## src/rtl/ps2_host_tx.sv

```systemverilog
// PS/2 host-to-device command transmitter: inhibit, request-to-send, clock out
// 8 data bits + odd parity + stop on device clock falls, then check the device ACK.
module ps2_host_tx #(
  parameter int INHIBIT_CYCLES = 5000,
  parameter int SETUP_CYCLES   = 50,
  parameter int TIMEOUT_CYCLES = 750000
) (
  input  logic       CLOCK_50,
  input  logic       reset,
  input  logic [7:0] tx_data,
  input  logic       tx_valid,
  output logic       tx_ready,
  input  logic       ps2_clk_in,
  input  logic       ps2_dat_in,
  output logic       ps2_clk_oe,
  output logic       ps2_dat_oe,
  output logic       busy,
  output logic       tx_done,
  output logic       tx_error,
  output logic [2:0] fsm_state
);

  localparam int PHASE_MAX = (INHIBIT_CYCLES > SETUP_CYCLES) ? INHIBIT_CYCLES : SETUP_CYCLES;
  localparam int PHASE_W   = $clog2(PHASE_MAX + 1);
  localparam int TO_W      = $clog2(TIMEOUT_CYCLES + 1);

  typedef enum logic [2:0] {
    S_IDLE      = 3'd0,
    S_INHIBIT   = 3'd1,
    S_RTS       = 3'd2,
    S_SEND      = 3'd3,
    S_ACK       = 3'd4,
    S_WAIT_IDLE = 3'd5
  } state_t;

  state_t             state, state_n;
  logic [PHASE_W-1:0] phase_cnt, phase_n;
  logic [TO_W-1:0]    to_cnt, to_n;
  logic [3:0]         bit_cnt, bit_n;
  logic [7:0]         data_q, data_n;
  logic               parity_q, parity_n;
  logic               clk_oe_q, clk_oe_n;
  logic               dat_oe_q, dat_oe_n;
  logic               done_q, done_n;
  logic               error_q, error_n;
  logic               clk_s1, clk_s2, clk_d;
  logic               dat_s1, dat_s2;
  logic               clk_fall;
  logic               in_frame;
  logic               timeout_hit;

  // tx_valid/tx_ready: a byte transfers on any cycle where both are 1; tx_data
  // is captured on that edge and held until the transfer ends.
  assign tx_ready   = (state == S_IDLE);
  assign busy       = ~tx_ready;
  assign ps2_clk_oe = clk_oe_q;
  assign ps2_dat_oe = dat_oe_q;
  assign tx_done    = done_q;
  assign tx_error   = error_q;
  assign fsm_state  = state;

  assign clk_fall    = clk_d & ~clk_s2;
  assign in_frame    = (state == S_SEND) || (state == S_ACK) || (state == S_WAIT_IDLE);
  assign timeout_hit = in_frame && !clk_fall && (to_cnt == TO_W'(TIMEOUT_CYCLES - 1));

  always_comb begin
    state_n  = state;
    phase_n  = phase_cnt;
    to_n     = to_cnt;
    bit_n    = bit_cnt;
    data_n   = data_q;
    parity_n = parity_q;
    clk_oe_n = clk_oe_q;
    dat_oe_n = dat_oe_q;
    done_n   = 1'b0;
    error_n  = 1'b0;

    if (in_frame) begin
      to_n = clk_fall ? '0 : to_cnt + TO_W'(1);
    end

    case (state)
      S_IDLE: begin
        clk_oe_n = 1'b0;
        dat_oe_n = 1'b0;
        if (tx_valid) begin
          data_n   = tx_data;
          parity_n = ~^tx_data;
          phase_n  = '0;
          clk_oe_n = 1'b1;
          state_n  = S_INHIBIT;
        end
      end
      S_INHIBIT: begin
        if (phase_cnt == PHASE_W'(INHIBIT_CYCLES - 1)) begin
          phase_n  = '0;
          dat_oe_n = 1'b1;
          state_n  = S_RTS;
        end else begin
          phase_n = phase_cnt + PHASE_W'(1);
        end
      end
      S_RTS: begin
        if (phase_cnt == PHASE_W'(SETUP_CYCLES - 1)) begin
          clk_oe_n = 1'b0;
          bit_n    = '0;
          to_n     = '0;
          state_n  = S_SEND;
        end else begin
          phase_n = phase_cnt + PHASE_W'(1);
        end
      end
      S_SEND: begin
        // bit_cnt holds the number of falls already seen, so it indexes the next data bit
        if (clk_fall) begin
          bit_n = bit_cnt + 4'd1;
          if (bit_cnt < 4'd8) begin
            dat_oe_n = ~data_q[bit_cnt[2:0]];
          end else if (bit_cnt == 4'd8) begin
            dat_oe_n = ~parity_q;
          end else begin
            dat_oe_n = 1'b0;
            state_n  = S_ACK;
          end
        end
      end
      S_ACK: begin
        if (clk_fall) begin
          if (dat_s2) begin
            error_n = 1'b1;
            state_n = S_IDLE;
          end else begin
            state_n = S_WAIT_IDLE;
          end
        end
      end
      S_WAIT_IDLE: begin
        if (clk_s2 && dat_s2) begin
          done_n  = 1'b1;
          state_n = S_IDLE;
        end
      end
      default: begin
        clk_oe_n = 1'b0;
        dat_oe_n = 1'b0;
        state_n  = S_IDLE;
      end
    endcase

    // a stalled device wins over anything else decided this cycle
    if (timeout_hit) begin
      clk_oe_n = 1'b0;
      dat_oe_n = 1'b0;
      done_n   = 1'b0;
      error_n  = 1'b1;
      state_n  = S_IDLE;
    end
  end

  always_ff @(posedge CLOCK_50) begin
    if (reset) begin
      state     <= S_IDLE;
      phase_cnt <= '0;
      to_cnt    <= '0;
      bit_cnt   <= '0;
      data_q    <= '0;
      parity_q  <= 1'b0;
      clk_oe_q  <= 1'b0;
      dat_oe_q  <= 1'b0;
      done_q    <= 1'b0;
      error_q   <= 1'b0;
      clk_s1    <= 1'b1;
      clk_s2    <= 1'b1;
      clk_d     <= 1'b1;
      dat_s1    <= 1'b1;
      dat_s2    <= 1'b1;
    end else begin
      state     <= state_n;
      phase_cnt <= phase_n;
      to_cnt    <= to_n;
      bit_cnt   <= bit_n;
      data_q    <= data_n;
      parity_q  <= parity_n;
      clk_oe_q  <= clk_oe_n;
      dat_oe_q  <= dat_oe_n;
      done_q    <= done_n;
      error_q   <= error_n;
      clk_s1    <= ps2_clk_in;
      clk_s2    <= clk_s1;
      clk_d     <= clk_s2;
      dat_s1    <= ps2_dat_in;
      dat_s2    <= dat_s1;
    end
  end

endmodule

```

## config.mk

```make
export PLATFORM = sky130hd
export DESIGN_NAME = ps2_host_tx
export DESIGN_NICKNAME = d
export VERILOG_FILES = /design/src/rtl/ps2_host_tx.sv
export SDC_FILE = /design/constraint.sdc
export NUM_CORES = 1
export LEC_CHECK = 0
export ABC_CLOCK_PERIOD_IN_PS = 3200
export BUFFER_PORTS_ARGS = -buffer_cell sky130_fd_sc_hd__buf_2
export CAP_MARGIN = 40
export CORE_UTILIZATION = 40
export CTS_CLUSTER_DIAMETER = 100
export DETAILED_ROUTE_END_ITERATION = 10
export SYNTH_ARGS = -nofsm -noshare
export SYNTH_HDL_FRONTEND = slang
export SYNTH_SLANG_ARGS = --single-unit
```

## constraint.sdc

```tcl
create_clock -name CLOCK_50 -period 3.2 [get_ports CLOCK_50]
set_input_delay 0.48 -clock CLOCK_50 [delete_from_list [all_inputs] [get_ports CLOCK_50]]
set_output_delay 0.48 -clock CLOCK_50 [all_outputs]
set_load 0.1 [all_outputs]
```

==> impl_metrics.ini, run 1 <==
[outcome]
status = finished clean

[floorplan]
design.die.area_sq_um = 7690
fp.dieW_microns = 87.7
start_util_pct = 42.3
core-area_sq_um = 6940
io_pins = 22
die_y_microns = 87.7
rows = 30

[hold_path]
hold_path_class = primary input to register

[setup_path]
cp_max_fo = 20
worstSetupStartpointType = register
max_stage_delay_ns = 0.74
critPathBufInv = 0
worstSetupPathType = register to register
path_common_cell = or2_1
worstSetupEndpointType = register
cp_top_family = simple AND/OR/NAND/NOR gates
crit_path_top_delay_cell = dfxtp_1
crit_arrival_ns = 2.66
cp_cell_sequence = and3b_1, or2_1, nand2_4, nor4_1, or2_1, nor4_2
crit_required_ns = 3.42

[sta]
clock.fmax_ghz = 0.410
fin_crit_ns = 2.44
tightestPinTransition_ns = 0.676
setup_viol = 0
rsz0062_at_grt = false
setup_tns_ns = 0
hold_viol = 0
relSlewSlack_pct = 54.6
finalMaxSlewViolations = 0
period_share_pct = 76.2
skew_ns = 0.00935

[placement]
hpwl_mm = 4.20
port_buffers = 21
place_area_sq_um = 3110
place.gp.congestion = 0.877

[cts]
clk_path_buf_depth = 2
cts_buffers = 9
root_buffer = clkbuf_8
cts_tree = done
clock_latency_ns = 0.34
cts.sinks = 58
hold_buffers = 0
post_cts_buffers = 0
path_clk_slew_ns = 0.06
cts_resized = 0
ctsHtreeMaxLevel = 3

[yosys]
yosysUniqueCellTypes = 55
synthTopCellsByCount = dfxtp_1, nand2_1, nor2_1
netlist_area_sq_um = 2940
synth_top_area_share_pct = 39.5
synth-seq-cells = 58
synthArstFlopShare_pct = 0
yosysTopAreaCell = dfxtp_1
seq_area_frac_synth_pct = 39.5
synth_nets = 364
yosysWarningCount = 0
synth_edf_count = 0
syn_inst = 346
syn_area_per_cell_sq_um = 8.49
ys.flop_type = dfxtp_1
synth.area.top_cells = dfxtp_1, xor2_1, nand2_1
yosysMostFrequentCell = dfxtp_1

[power]
pwr-share-clk_pct = 33.4
p_per_area_nw_per_um2 = 762
leakage_nw = 1.24
total_power_mw = 2.56
internal_power_mw = 1.57
pwr-share-seq_pct = 33.9
p_sw_share_pct = 38.8
max-vdd-ir-drop_mv = 0.940
p_switching_mw = 0.992
combPwrFrac_pct = 32.7

[cells_and_area]
drive_gt1_share_pct = 15.9
final_util_pct = 48.4
final_cell_area_sq_um = 3360
finalNetCount = 383
antennaDiodeCount = 0
syn2layout_area_growth_pct = 14.4
num-fill-cells = 682

[global_routing]
grt_pass1_wl_mm = 10.2
antenna_found_initial = 0
overflow = 0
first_global_vias = 2177
track_usage_pct = 17.4
grt_max_degree = 25

[drt]
routed_wl_mm = 6.01
viasPerCell = 5.16
drc = 0
dr.first_iter.drc_count = 75
ant_nets = 0
via_count = 2404
avgRoutedWirePerCell_microns = 12.9
drt_pass1_iterations = 4

[job]
cap_violations = 0
## power groups by stage
stage	clock (mW)	sequential (mW)	combinational, mW
3_5_place_dp	0	0.882	0.835
4_1_cts	0.876	0.866	0.841
2_1_floorplan	0	0.980	0.617
6_report	0.856	0.868	0.836
5_1_grt	0.901	0.882	0.905
3_3_place_gp	0	0.881	0.836
## path summary, 6_finish.rpt
path	slack [ns]	startpoint	cells past startpoint	endpoint
worst min-delay path	0.32	ps2_dat_in	2	dat_s1
worst min register to register	0.41	clk_s1	1	clk_s2
worst max register to register	0.76	fsm_state[0]	6	tx_done
worst max-delay path	0.76	fsm_state[0]	6	tx_done
## cells in the final DEF (no fill, tap or decap), types with 5 or more instances in the layout
master,n
ha_1,5
nand3_1,16
nand2b_1,5
o21ai_0,9
xor2_1,20
clkbuf_8,11
nor2_1,43
dfxtp_1,58
or3_1,5
buf_2,21
inv_1,8
nand4_1,10
or2_2,5
and3_1,5
nand2_1,44
a21oi_1,26
nor3_1,7
xnor2_1,11
## routing by layer
metal  GRT usage, %  up-vias  share of wire [%]
met3           5.66       10                4.1
met5              0        -                  0
met2           25.4       44                 44
met1           23.2     1110                 51
li1               -     1240                  -
met4           8.05        0                1.4
## sequential cells by signal, indices dropped and copies added, names as in the netlist
signal / cells
to_cnt: 20
dat_s1: 1
dat_s2: 1
fsm_state: 3
ps2_dat_oe: 1
parity_q: 1
tx_error: 1
clk_s2: 1
clk_s1: 1
phase_cnt: 13
ps2_clk_oe: 1
bit_cnt: 4
data_q: 8
clk_d: 1
tx_done: 1
## cell type report
cell class	count	area, sq um	area share (%)
Multi-Input combinational cell	266	1680	50.1
Sequential cell	58	1160	34.6
Clock buffer	11	151	4.51
Tap cell	96	120	3.58
Timing Repair Buffer	22	113	3.35
Clock inverter	5	100	2.98
Inverter	8	30.0	0.894
## cells by family (layout without fill, tap and decap cells)
group,Yosys count,after routing,share of synthesized area (%)
muxes,5,5,2.60
and+or+nand+nor,172,172,31.6
xor gates and xnor gates,31,31,9.25
buffers and inverters,22,46,3.54
adders and majority gates,5,5,2.13
AOI/OAI and AO/OA,53,53,11.3
DFF,58,58,39.5
## worst reg2reg max path, cell delays in order, from the launching register on
cell and delay, ns:
dfxtp_1 0.74, and3b_1 0.38, or2_1 0.28, nand2_4 0.11, nor4_1 0.40, or2_1 0.32, nor4_2 0.08
## through the flow
step / setup slack [ns] / hold slack (ns) / cells
finish: 0.762 / 0.324 / 466
global route: 0.558 / 0.313 / 466
CTS: 0.753 / 0.310 / 466
detailed placement: 0.754 / 0.403 / 450
global placement: 0.796 / 0.394 / 450
floorplan: 0.00173 / 0.389 / 346
(Power assumes the default switching activity.)
==> inputs of run 2 (changes only) <==
--- a/config.mk
+++ b/config.mk
@@ -5,7 +5,8 @@
 export SDC_FILE = /design/constraint.sdc
 export NUM_CORES = 1
 export LEC_CHECK = 0
-export ABC_CLOCK_PERIOD_IN_PS = 3200
+export ABC_AREA = 1
+export ABC_CLOCK_PERIOD_IN_PS = 2400
 export BUFFER_PORTS_ARGS = -buffer_cell sky130_fd_sc_hd__buf_2
 export CAP_MARGIN = 40
 export CORE_UTILIZATION = 40
==> constraint.sdc (replaced) <==
create_clock -name CLOCK_50 -period 2.4 [get_ports CLOCK_50]
set_input_delay 0.36 -clock CLOCK_50 [delete_from_list [all_inputs] [get_ports CLOCK_50]]
set_output_delay 0.36 -clock CLOCK_50 [all_outputs]
set_load 0.1 [all_outputs]
==> run 2 against run 1 <==
Effect of this change:
- utilization shrank 1.9 points
- final cell count up 32%
- sequential share of layout area fell by 2.1 points
- clock skew increased by 0.00073 ns
- global-route usage increased by 1.5 points
- register-to-register slack worse by 0.18 ns
- clock-buffer cell count fell by 2
- non-clock buffer count did not move
- total power is 40% higher
- sequential cell count is the same
- wire length rose by 20%
==> impl_metrics.ini, run 2 <==
[power]
leakage_nw = 1.47
pwr-share-clk_pct = 24.7
max-vdd-ir-drop_mv = 1.20
p_switching_mw = 1.69
pwr-share-seq_pct = 33.3
p_per_area_nw_per_um2 = 1000
internal_power_mw = 1.90
combPwrFrac_pct = 42.0
p_sw_share_pct = 47.1

[setup_path]
cp_cell_sequence = nor2_1, nand2_2, inv_1, buf_2
r2r_slack_ns = 0.58
crit_required_ns = 2.04
max_stage_delay_ns = 0.41
crit_path_top_delay_cell = buf_2
reg2reg_depth = 10
cp_top_family = buffers and inverters
worstSetupPathType = register to output port
worstSetupEndpointType = output port
cp_max_fo = 7
timing.rr.end = fsm_state[2]
crit_arrival_ns = 1.58
critPathBufInv = 2
worstSetupStartpointType = register
r2r_start = phase_cnt[0]

[drt]
drt_pass1_iterations = 5
ant_nets = 0
dr.first_iter.drc_count = 112
viasPerCell = 4.87
via_count = 2998
routed_wl_mm = 7.23
avgRoutedWirePerCell_microns = 11.8
drc = 0

[cts]
post_cts_buffers = 0
clk_path_buf_depth = 2
cts_tree = done
cts_buffers = 9
path_clk_slew_ns = 0.07
root_buffer = clkbuf_8
cts.sinks = 58
hold_buffers = 0
ctsHtreeMaxLevel = 3
cts_resized = 0
clock_latency_ns = 0.34

[yosys]
synth_edf_count = 0
yosysMostFrequentCell = nand2_1
yosysUniqueCellTypes = 30
syn_inst = 482
synthArstFlopShare_pct = 0
synth.area.top_cells = dfxtp_1, nand2_1, nor2_1
ys.flop_type = dfxtp_1
synth_nets = 500
synth_top_area_share_pct = 36.2
yosysTopAreaCell = dfxtp_1
synth-seq-cells = 58
netlist_area_sq_um = 3210
synthTopCellsByCount = nand2_1, nor2_1, inv_1
yosysWarningCount = 0
syn_area_per_cell_sq_um = 6.65
seq_area_frac_synth_pct = 36.2

[sta]
setup_tns_ns = 0
skew_ns = 0.0101
period_share_pct = 80.6
clock.fmax_ghz = 0.517
hold_viol = 0
fin_crit_ns = 1.94
setup_viol = 0
tightestPinTransition_ns = 0.505
rsz0062_at_grt = false
finalMaxSlewViolations = 0
relSlewSlack_pct = 66.5

[cells_and_area]
final_common_cell = nand2_1
mostFrequentLayoutCells = nand2_1, nor2_1, inv_1, dfxtp_1, nand3_1
drive_gt1_share_pct = 13.8
finalNonFillerCells = 615
num-fill-cells = 814
antennaDiodeCount = 0
reg.largest.list = to_cnt (20), phase_cnt (13), data_q (8)
largest_reg_flops = 20
top_register = to_cnt
syn2layout_area_growth_pct = 11.9
finalNetCount = 526

[outcome]
status = finished clean

[placement]
dp_cells = 599
port_buffers = 21
place.gp.congestion = 0.836
hpwl_mm = 5.33

[job]
cap_violations = 0

[hold_path]
hold_path_class = primary input to register
whs_path_depth = 2
hold_start = ps2_clk_in
min_to = clk_s1

[global_routing]
first_global_vias = 2804
track_usage_pct = 18.9
grt_max_degree = 18
grt_pass1_wl_mm = 12.7
antenna_found_initial = 0
overflow = 0

[floorplan]
start_util_pct = 41.5
rows = 32
core-area_sq_um = 7730
design.die.area_sq_um = 8380
die_y_microns = 91.5
io_pins = 22
fp.dieW_microns = 91.5
-- run 2: final cells by class --
class | instances | area (sq um) | area share, %
multi-input cells | 347 | 1730 | 48.2
flip-flops and latches | 58 | 1160 | 32.5
inverters | 70 | 263 | 7.32
well taps | 102 | 128 | 3.56
clock buffers | 9 | 124 | 3.45
repair buffers | 22 | 113 | 3.14
clock inverters | 7 | 68.8 | 1.92
-- run 2: power by group through the flow --
| stage | Clock [mW] | Combinational (mW) | Sequential, mW |
|---|---|---|---|
| 2_1_floorplan | 0 | 1.08 | 1.41 |
| 3_3_place_gp | 0 | 1.50 | 1.21 |
| 3_5_place_dp | 0 | 1.50 | 1.21 |
| 4_1_cts | 0.913 | 1.51 | 1.19 |
| 5_1_grt | 0.949 | 1.67 | 1.21 |
| 6_report | 0.888 | 1.51 | 1.20 |
-- run 2: worst max path at each step --
stage / startpoint / endpoint / slack [ns] / cells past startpoint
detailed placement: phase_cnt[0] / fsm_state[2] / 0.58 / 10
finish: fsm_state[2] / tx_ready / 0.46 / 4
CTS: fsm_state[2] / tx_ready / 0.46 / 4
global route: phase_cnt[0] / fsm_state[2] / 0.32 / 10
global placement: phase_cnt[0] / phase_cnt[8] / 0.58 / 9
floorplan: fsm_state[2] / tx_ready / 0.09 / 3
-- run 2: logic make-up after synthesis --
group                    Yosys count  share of synthesized area, %
AND/OR/NAND/NOR                  265                          36.7
buffers and inverters             77                          9.95
flip-flops                        58                          36.2
AO/OA/AOI/OAI                     57                          9.68
XOR/XNOR                          20                          5.46
adder cells (fa/ha/maj)            5                          1.95
-- run 2: worst register-to-register path: cells and delay by family, from the launching register on --
kind	cells	cell delay, ns
and+or+nand+nor	9	1.09
DFF	1	0.44
adders and majority gates	1	0.18
-- run 2: layer usage --
metal | global-route usage, % | share of wire [%] | vias to the layer above
li1 | - | - | 1584
met1 | 24.9 | 51 | 1354
met2 | 29.8 | 44 | 47
met3 | 3.69 | 3.2 | 13
met4 | 8.33 | 1.8 | 0
met5 | 0 | 0 | -
-- run 2: stage by stage --
step	power [mW]	setup slack [ns]	utilization, %	hold slack [ns]	area, sq um
after CTS	3.61	0.461	46.4	0.187	3590
final	3.59	0.465	46.4	0.197	3590
after global routing	3.83	0.316	46.4	0.191	3590
after global placement	2.71	0.580	43.9	0.395	3400
after detailed placement	2.71	0.583	43.9	0.396	3400
after floorplan	2.49	0.0898	-	0.389	3210
==> inputs of run 3 (changes only) <==
--- a/config.mk
+++ b/config.mk
@@ -6,7 +6,7 @@
 export NUM_CORES = 1
 export LEC_CHECK = 0
 export ABC_AREA = 1
-export ABC_CLOCK_PERIOD_IN_PS = 2400
+export ABC_CLOCK_PERIOD_IN_PS = 2000
 export BUFFER_PORTS_ARGS = -buffer_cell sky130_fd_sc_hd__buf_2
 export CAP_MARGIN = 40
 export CORE_UTILIZATION = 40
==> constraint.sdc (replaced) <==
create_clock -name CLOCK_50 -period 2 [get_ports CLOCK_50]
set_input_delay 0.3 -clock CLOCK_50 [delete_from_list [all_inputs] [get_ports CLOCK_50]]
set_output_delay 0.3 -clock CLOCK_50 [all_outputs]
set_load 0.1 [all_outputs]
==> run 3 against run 2 <==
Effect of this change:
- worst setup slack worse by 0.31 ns
- critical path depth unchanged
- first-iteration DRC count up 44%
- hold slack worse by 0.059 ns
- clock power up 31%
- critical endpoint unchanged
==> impl_metrics.ini, run 3 (synthesis results as in run 2) <==
[outcome]
status = finished clean

[sta]
relSlewSlack_pct = 68.1
period_share_pct = 92.1
setup_tns_ns = 0
setup_viol = 0
rsz0062_at_grt = false
skew_ns = 0.00864
clock.fmax_ghz = 0.543
finalWorstSetupSlack_ns = 0.158
tightestPinTransition_ns = 0.475
hold_viol = 0
finalMaxSlewViolations = 0
fin_crit_ns = 1.84

[cells_and_area]
syn2layout_area_growth_pct = 13.4
num-fill-cells = 803
final_common_cell = nand2_1
regArea_sq_um = 1170
antennaDiodeCount = 0
mostFrequentLayoutCells = nand2_1, nor2_1, inv_1, dfxtp_1, nand3_1
reg.largest.list = to_cnt (20), phase_cnt (13), data_q (8)
largest_reg_flops = 20
finalNetCount = 527
top_register = to_cnt
multiInputGateArea_sq_um = 1740
drive_gt1_share_pct = 13.8

[power]
max-vdd-ir-drop_mv = 0.930
p_per_area_nw_per_um2 = 1230
pwr-share-clk_pct = 25.9
p_sw_share_pct = 45.7
internal_power_mw = 2.43
pwr-share-seq_pct = 32.2
leakage_nw = 1.48
combPwrFrac_pct = 41.9
p_switching_mw = 2.04

[drt]
dr.first_iter.drc_count = 161
viasPerCell = 4.84
avgRoutedWirePerCell_microns = 12.3
ant_nets = 0
routed_wl_mm = 7.57
drt_pass1_iterations = 5
via_count = 2980
drc = 0

[cts]
post_cts_buffers = 0
root_buffer = clkbuf_8
hold_buffers = 0
cts_tree = done
cts_buffers = 9
path_clk_slew_ns = 0.07
cts_resized = 0
clock_latency_ns = 0.34
cts.sinks = 58
ctsHtreeMaxLevel = 3
clk_path_buf_depth = 2

[placement]
pre_cts_ws_ns = 0.248
hpwl_mm = 5.57
place.gp.congestion = 0.862
port_buffers = 21

[floorplan]
design.die.area_sq_um = 8380
fp.dieW_microns = 91.5
core-area_sq_um = 7730
die_y_microns = 91.5
start_util_pct = 41.5
rows = 32
io_pins = 22

[setup_path]
timing.rr.end = phase_cnt[3]
cp-endpoint = tx_ready
worstSetupEndpointType = output port
worstSetupPathType = register to output port
worstSetupStartpointType = register
reg2reg_depth = 10
r2r_start = phase_cnt[0]
r2r_slack_ns = 0.19
crit_arrival_ns = 1.54
crit_required_ns = 1.70
crit_path_start = fsm_state[2]
cp_max_fo = 7

[global_routing]
grt_max_degree = 18
first_global_vias = 2920
overflow = 0
track_usage_pct = 20.1
antenna_found_initial = 0
grt_pass1_wl_mm = 13.3

[job]
cap_violations = 0

[hold_path]
hold_path_class = primary input to register
-- run 3: cell count changes in the layout (fill, tap and decap cells not counted) --
cell	delta
buf_2	-1
buf_4	+1
clkbuf_1	+2
clkbuf_4	+1
clkbuf_8	+3
clkinv_2	-2
clkinvlp_4	-1
dfxtp_2	-3
dfxtp_4	+3
inv_1	-1
inv_6	-1
nand2_2	-2
nand2_4	+2
-- run 3: final cells by class --
cell class	count	area share [%]
multi-input combinational	347	47.8
sequential	58	32.3
inverter	70	7.33
clock buffer	14	4.75
tap	102	3.51
timing repair buffer	23	3.37
clock inverter	2	0.964
-- run 3: metrics by stage --
stage	std cells	power, mW	hold slack [ns]	utilization (%)	instance area (sq um)
floorplan	482	3.02	0.389	-	3230
global placement	600	3.31	0.393	44.3	3420
detailed placement	600	3.31	0.399	44.3	3420
CTS	616	4.48	0.121	46.9	3630
global route	616	4.76	0.119	47.0	3630
finish	616	4.47	0.138	47.0	3630
-- run 3: power groups by stage --
stage	clock network (mW)	logic, mW	registers [mW]
after floorplan	0	1.32	1.70
after global placement	0	1.85	1.46
after detailed placement	0	1.84	1.47
after CTS	1.19	1.86	1.44
after global routing	1.23	2.06	1.46
final	1.16	1.87	1.44
-- run 3: worst min-delay path by stage --
| stage | cells past startpoint | slack, ns | startpoint | to |
|---|---|---|---|---|
| final | 2 | 0.14 | ps2_dat_in | dat_s1 |
| after detailed placement | 1 | 0.40 | dat_s1 | dat_s2 |
| after global placement | 1 | 0.39 | dat_s1 | dat_s2 |
| after floorplan | 1 | 0.39 | clk_s1 | clk_s2 |
| after global routing | 2 | 0.12 | ps2_dat_in | dat_s1 |
| after CTS | 2 | 0.12 | ps2_dat_in | dat_s1 |
-- run 3: critical path, cell delays in order (launching register included) --
cell and delay [ns]:
dfxtp_4 0.39, nor2_1 0.29, nand2_4 0.12, clkinvlp_4 0.09
clkbuf_4 0.31
-- run 3: metal layers --
metal  global-route usage, %  wire [microns]  vias to the layer above
li1                        -               -                     1590
met1                    24.7            3730                     1333
met2                    33.1            3460                       46
met3                    5.95             258                       11
met4                    7.01             123                        0
met5                       0               0                        -
